<file path="src/rtl/status_reg.sv">
// 6502 processor status register with flag update priority, branch decode and
// interrupt polling (IRQ/NMI synchronisers, NMI edge latch, boundary IRQ sampling).
module status_reg #(
  parameter int unsigned SYNC_STAGES  = 2,
  parameter logic [7:0]  RESET_P      = 8'h04,
  parameter bit          INT_CLEARS_D = 1'b0
) (
  input  logic       clk,
  input  logic       rst_n,
  input  logic       alu_n,
  input  logic       alu_v,
  input  logic       alu_z,
  input  logic       alu_c,
  input  logic       upd_nz,
  input  logic       upd_v,
  input  logic       upd_c,
  input  logic [2:0] flag_op,
  input  logic       plp,
  input  logic [7:0] db_in,
  input  logic       int_entry,
  input  logic       push_brk,
  input  logic [2:0] br_sel,
  input  logic       sync,
  input  logic       nmi_ack,
  input  logic       irq_n,
  input  logic       nmi_n,
  output logic [7:0] p_out,
  output logic       c_out,
  output logic       d_out,
  output logic       i_out,
  output logic       branch_taken,
  output logic       irq_pending,
  output logic       nmi_pending
);

  localparam logic [2:0] OP_CLC = 3'd1;
  localparam logic [2:0] OP_SEC = 3'd2;
  localparam logic [2:0] OP_CLI = 3'd3;
  localparam logic [2:0] OP_SEI = 3'd4;
  localparam logic [2:0] OP_CLD = 3'd5;
  localparam logic [2:0] OP_SED = 3'd6;
  localparam logic [2:0] OP_CLV = 3'd7;

  logic n_q, v_q, d_q, i_q, z_q, c_q;
  logic n_nx, v_nx, d_nx, i_nx, z_nx, c_nx;

  logic [SYNC_STAGES-1:0] irq_sync;
  logic [SYNC_STAGES-1:0] nmi_sync;
  logic                   irq_s, nmi_s, nmi_prev;

  // Next flag values: written lowest priority first so later writers override.
  always_comb begin
    n_nx = n_q;
    v_nx = v_q;
    d_nx = d_q;
    i_nx = i_q;
    z_nx = z_q;
    c_nx = c_q;
    if (upd_nz) begin
      n_nx = alu_n;
      z_nx = alu_z;
    end
    if (upd_v) v_nx = alu_v;
    if (upd_c) c_nx = alu_c;
    case (flag_op)
      OP_CLC:  c_nx = 1'b0;
      OP_SEC:  c_nx = 1'b1;
      OP_CLI:  i_nx = 1'b0;
      OP_SEI:  i_nx = 1'b1;
      OP_CLD:  d_nx = 1'b0;
      OP_SED:  d_nx = 1'b1;
      OP_CLV:  v_nx = 1'b0;
      default: ;
    endcase
    if (int_entry) begin
      i_nx = 1'b1;
      if (INT_CLEARS_D) d_nx = 1'b0;
    end
    if (plp) begin
      n_nx = db_in[7];
      v_nx = db_in[6];
      d_nx = db_in[3];
      i_nx = db_in[2];
      z_nx = db_in[1];
      c_nx = db_in[0];
    end
  end

  always_ff @(posedge clk or negedge rst_n) begin
    if (!rst_n) begin
      n_q <= RESET_P[7];
      v_q <= RESET_P[6];
      d_q <= RESET_P[3];
      i_q <= RESET_P[2];
      z_q <= RESET_P[1];
      c_q <= RESET_P[0];
    end else begin
      n_q <= n_nx;
      v_q <= v_nx;
      d_q <= d_nx;
      i_q <= i_nx;
      z_q <= z_nx;
      c_q <= c_nx;
    end
  end

  // Synchronisers idle high (lines inactive) out of reset.
  always_ff @(posedge clk or negedge rst_n) begin
    if (!rst_n) begin
      irq_sync <= '1;
      nmi_sync <= '1;
      nmi_prev <= 1'b1;
    end else begin
      irq_sync <= {irq_sync[SYNC_STAGES-2:0], irq_n};
      nmi_sync <= {nmi_sync[SYNC_STAGES-2:0], nmi_n};
      nmi_prev <= nmi_s;
    end
  end

  assign irq_s = irq_sync[SYNC_STAGES-1];
  assign nmi_s = nmi_sync[SYNC_STAGES-1];

  // IRQ sampled at instruction boundaries with the pre-write I flag.
  always_ff @(posedge clk or negedge rst_n) begin
    if (!rst_n) begin
      irq_pending <= 1'b0;
      nmi_pending <= 1'b0;
    end else begin
      if (int_entry)  irq_pending <= 1'b0;
      else if (sync)  irq_pending <= ~irq_s & ~i_q;
      if (nmi_prev && !nmi_s) nmi_pending <= 1'b1;
      else if (nmi_ack)       nmi_pending <= 1'b0;
    end
  end

  assign p_out = {n_q, v_q, 1'b1, push_brk, d_q, i_q, z_q, c_q};
  assign c_out = c_q;
  assign d_out = d_q;
  assign i_out = i_q;

  // Branch flag select: 0 N, 1 V, 2 C, 3 Z.
  always_comb begin
    branch_taken = 1'b0;
    case (br_sel[2:1])
      2'd0: branch_taken = (n_q == br_sel[0]);
      2'd1: branch_taken = (v_q == br_sel[0]);
      2'd2: branch_taken = (c_q == br_sel[0]);
      2'd3: branch_taken = (z_q == br_sel[0]);
      default: ;
    endcase
  end

endmodule

</file>
<file path="config.mk">
export PLATFORM = sky130hd
export DESIGN_NAME = status_reg
export DESIGN_NICKNAME = d
export VERILOG_FILES = /design/src/rtl/status_reg.sv
export SDC_FILE = /design/constraint.sdc
export NUM_CORES = 1
export LEC_CHECK = 0
export ABC_AREA = 1
export CAP_MARGIN = 25
export CORE_MARGIN = 2
export CORE_UTILIZATION = 35
export DETAILED_ROUTE_END_ITERATION = 16
export PLACE_DENSITY_LB_ADDON = 0.2
export SLEW_MARGIN = 25
export SYNTH_ARGS = -nofsm -noshare
export SYNTH_HDL_FRONTEND = slang
export SYNTH_SLANG_ARGS = --single-unit
</file>
<file path="constraint.sdc">
create_clock -name clk -period 0.95 [get_ports clk]
set_input_delay 0.095 -clock clk [delete_from_list [all_inputs] [get_ports clk]]
set_output_delay 0.095 -clock clk [all_outputs]
set_load 0.05 [all_outputs]
</file>
==> summary.txt, run 1 <==
Run status
  – Status: complete, but fails checks
  – Failing checks: negative setup slack

Timing
  – Fin Hold WS: 123 ps
  – Final Hold Fails: 0
  – Period Utilization, post-route: 1.39
  – Final Skew: 0.351 ps
  – Pins over their slew limit: 0
  – # setup viols final: 15
  – RSZ-0062 raised after global routing: true
  – Setup WS post-layout: -372 ps
  – Final min period: 1320 ps
  – Fmax: between 700 and 800 MHz

Logic synthesis
  – Cell count after synthesis: 87
  – Distinct cells, synth: 19
  – Post-synth top flop: dfrtp_1
  – Post-synth net total: 117
  – Asr flop ratio synth: 1.00
  – Count leader, synth: nand2_1
  – Mapped Area: 679 um^2
  – Mapped Avg Cell Area: 7.81 um^2
  – Synth top area share: 0.258
  – Area contributors post-synth: dfrtp_1 26%, dfstp_2 23%, nand2_1 11%, buf_4 8.8%, nand3_1 7.4%
  – Post-synth EDFFs: 0
  – Synth warnings: 0
  – Seq/Total Area, Yosys: 0.490
  – Synth cell count leaders: 20 x nand2_1, 11 x nor2_1, 10 x inv_1, 10 x nand3_1, 8 x buf_4
  – Synth area leader: dfrtp_1
  – Yosys reg bits: 13

Placed design
  – # placed instances: 147
  – RePlAce Congestion: between 0.6 and 0.7
  – Dpl ws: -303 ps
  – Post-DP HPWL: 1340 um
  – Port bufs: 38

GRT
  – Total GRT Usage: 0.180
  – Largest net degree at the start of global routing: 14
  – Vias in the first global route: 694
  – Initial antenna violation count: 0
  – First-pass GRT wire length: 2830 um
  – Gr ovfl total: 0

Clock tree
  – Clk root buf: clkbuf_4
  – H-tree depth: 1
  – Clock-pin slew on the worst setup and hold paths: 80 ps
  – Clk buf depth: 2
  – CTS Hold Buffers Added: 0
  – CTS tree: built
  – Clock sink count: 13
  – CTS buffer count: 3
  – Latest clock arrival within the worst-skew pair: ~270 ps

Final layout
  – Fin cells: 156
  – Layout area overhead: 91.0%
  – Layout cells sized above 1: 0.336
  – Final nets: 162
  – # diodes: 0

Detailed routing
  – Routed WL: around 1900 um
  – Routed WL per cell: 11.9 um
  – Pre-Repair DR Iteration Count: 2
  – DR DRC count: 0
  – Final ANT Viol Nets: 0
  – Via count: 695
  – Drt initial violations: 4
  – Vias per cell: 4.46

Floorplan
  – I/O pin cnt: 44
  – Die Y: 48.1 um
  – DIE WIDTH: ~48 um
  – Area of the die: between 0.002 and 0.0025 mm^2
  – CORE AREA: roughly 0.0018 mm^2
  – Starting Density: 0.381
  – Rows: 15

Setup path
  – Crit end category: output pin
  – CP max FO: 2
  – CP required: 850 ps
  – Worst r2r src: v_q
  – Arr. time, crit path: approximately 1200 ps
  – Crit Path Class: reg2out
  – Crit path launch: n_q
  – Worst Setup Start Kind: flip-flop

Power
  – Leak Pwr: 0.615 nW
  – VDD IR-drop max: 0.867 mV
  – Pwr dens: 1320 mW/mm^2

Run
  – Max_cap viols: 0

Min path
  – Tightest Hold Check Type: in2async
-- state kept, by name (all words and copies together), names as in the netlist --
register and count:
c_out 1, d_out 1, i_out 1, irq_pending 1, irq_sync 2, n_q 1, nmi_pending 1, nmi_prev 1
nmi_sync 2, v_q 1, z_q 1
-- placed cells by master (no fill, tap or decap) --
cell type        instances
a21oi_2                  2
and2_0                   1
buf_12                  12
buf_4                    5
buf_6                    5
clkbuf_4                 3
clkdlybuf4s50_1         26
clkinv_2                 1
conb_1                   1
dfrtp_1                  5
dfrtp_2                  2
dfstp_2                  6
inv_1                    9
inv_2                    4
nand2_1                 18
nand2_2                  1
nand2_4                  1
nand3_1                  9
nand3_2                  1
nand3b_1                 1
nor2_1                  11
nor3_1                   1
o21a_1                   1
o21ai_1                  2
o21ai_2                  1
o22ai_1                  1
or2_1                    1
-- routing by layer --
metal  global-route usage  up-vias  part of all wire
li1                     -      348                 -
met1                0.179      325              0.36
met2                0.357       20              0.59
met3               0.0264        2             0.042
met4               0.0811        0             0.010
met5                    0        -                 0
-- worst max-delay path: stages, from the launching register on --
cell	delay (ps)
dfrtp_1	390
nand2_1	70
nand3b_1	100
nand2_1	120
nand2_2	80
nand2_4	70
buf_12	130
-- through the flow --
stage | utilization | power [W] | setup TNS, ps | cell area (um^2)
floorplan | - | 0.000973 | -222 | 696
global placement | 0.674 | 0.00132 | -1160 | 1200
detailed placement | 0.674 | 0.00133 | -1360 | 1200
CTS | 0.721 | 0.00172 | -1890 | 1280
global route | 0.728 | 0.00180 | -2570 | 1300
finish | 0.728 | 0.00172 | -1990 | 1300
-- area by class of cell --
type                            count  area (um^2)
Timing Repair Buffer               48          594
Fill cell                         135          485
Sequential cell                    13          335
Multi-Input combinational cell     53          260
Inverter                           13         48.8
Tap cell                           25         31.3
Clock buffer                        3         22.5
Clock inverter                      1         5.00
-- where the power goes --
group          switching, W  internal [W]  total (W)
clock network      0.000187      0.000156   0.000343
registers         0.0000378      0.000607   0.000645
logic              0.000347      0.000381   0.000728
-- final timing paths --
| kind | end | cells past startpoint | slack, ps |
|---|---|---|---|
| worst min register to register | nmi_sync[1] | 0 | 360 |
| min in group clk | p_out[4] | 0 | 190 |
| worst min-delay path | v_q | 2 | 120 |
| max in group asynchronous | nmi_prev | 2 | 600 |
| worst max-delay path | branch_taken | 6 | -370 |
| worst max register to register | v_q | 5 | -120 |
-- logic make-up after synthesis --
group / Yosys count / share of synthesized area
compound gates: 7 / 0.0626
buf+inv: 21 / 0.160
flops: 13 / 0.490
other cells: 1 / 0.00552
simple gates: 45 / 0.282
-- what timing repair did --
| action | CTS | global route |
|---|---|---|
| setup buffers | 6 | 4 |
| pin swaps | 0 | 7 |
| resized for setup | 5 | 7 |
| setup endpoints to repair | 12 | 16 |
Note: power is estimated with default switching activity, not from simulation.
==> run 2, diff against run 1 <==
--- a/config.mk
+++ b/config.mk
@@ -9,6 +9,7 @@
 export CAP_MARGIN = 25
 export CORE_MARGIN = 2
 export CORE_UTILIZATION = 35
+export CTS_CLUSTER_SIZE = 20
 export DETAILED_ROUTE_END_ITERATION = 16
 export PLACE_DENSITY_LB_ADDON = 0.2
 export SLEW_MARGIN = 25
==> results of run 2 <==
No change in the layout: final DEF, timing and power equal those of run 1.
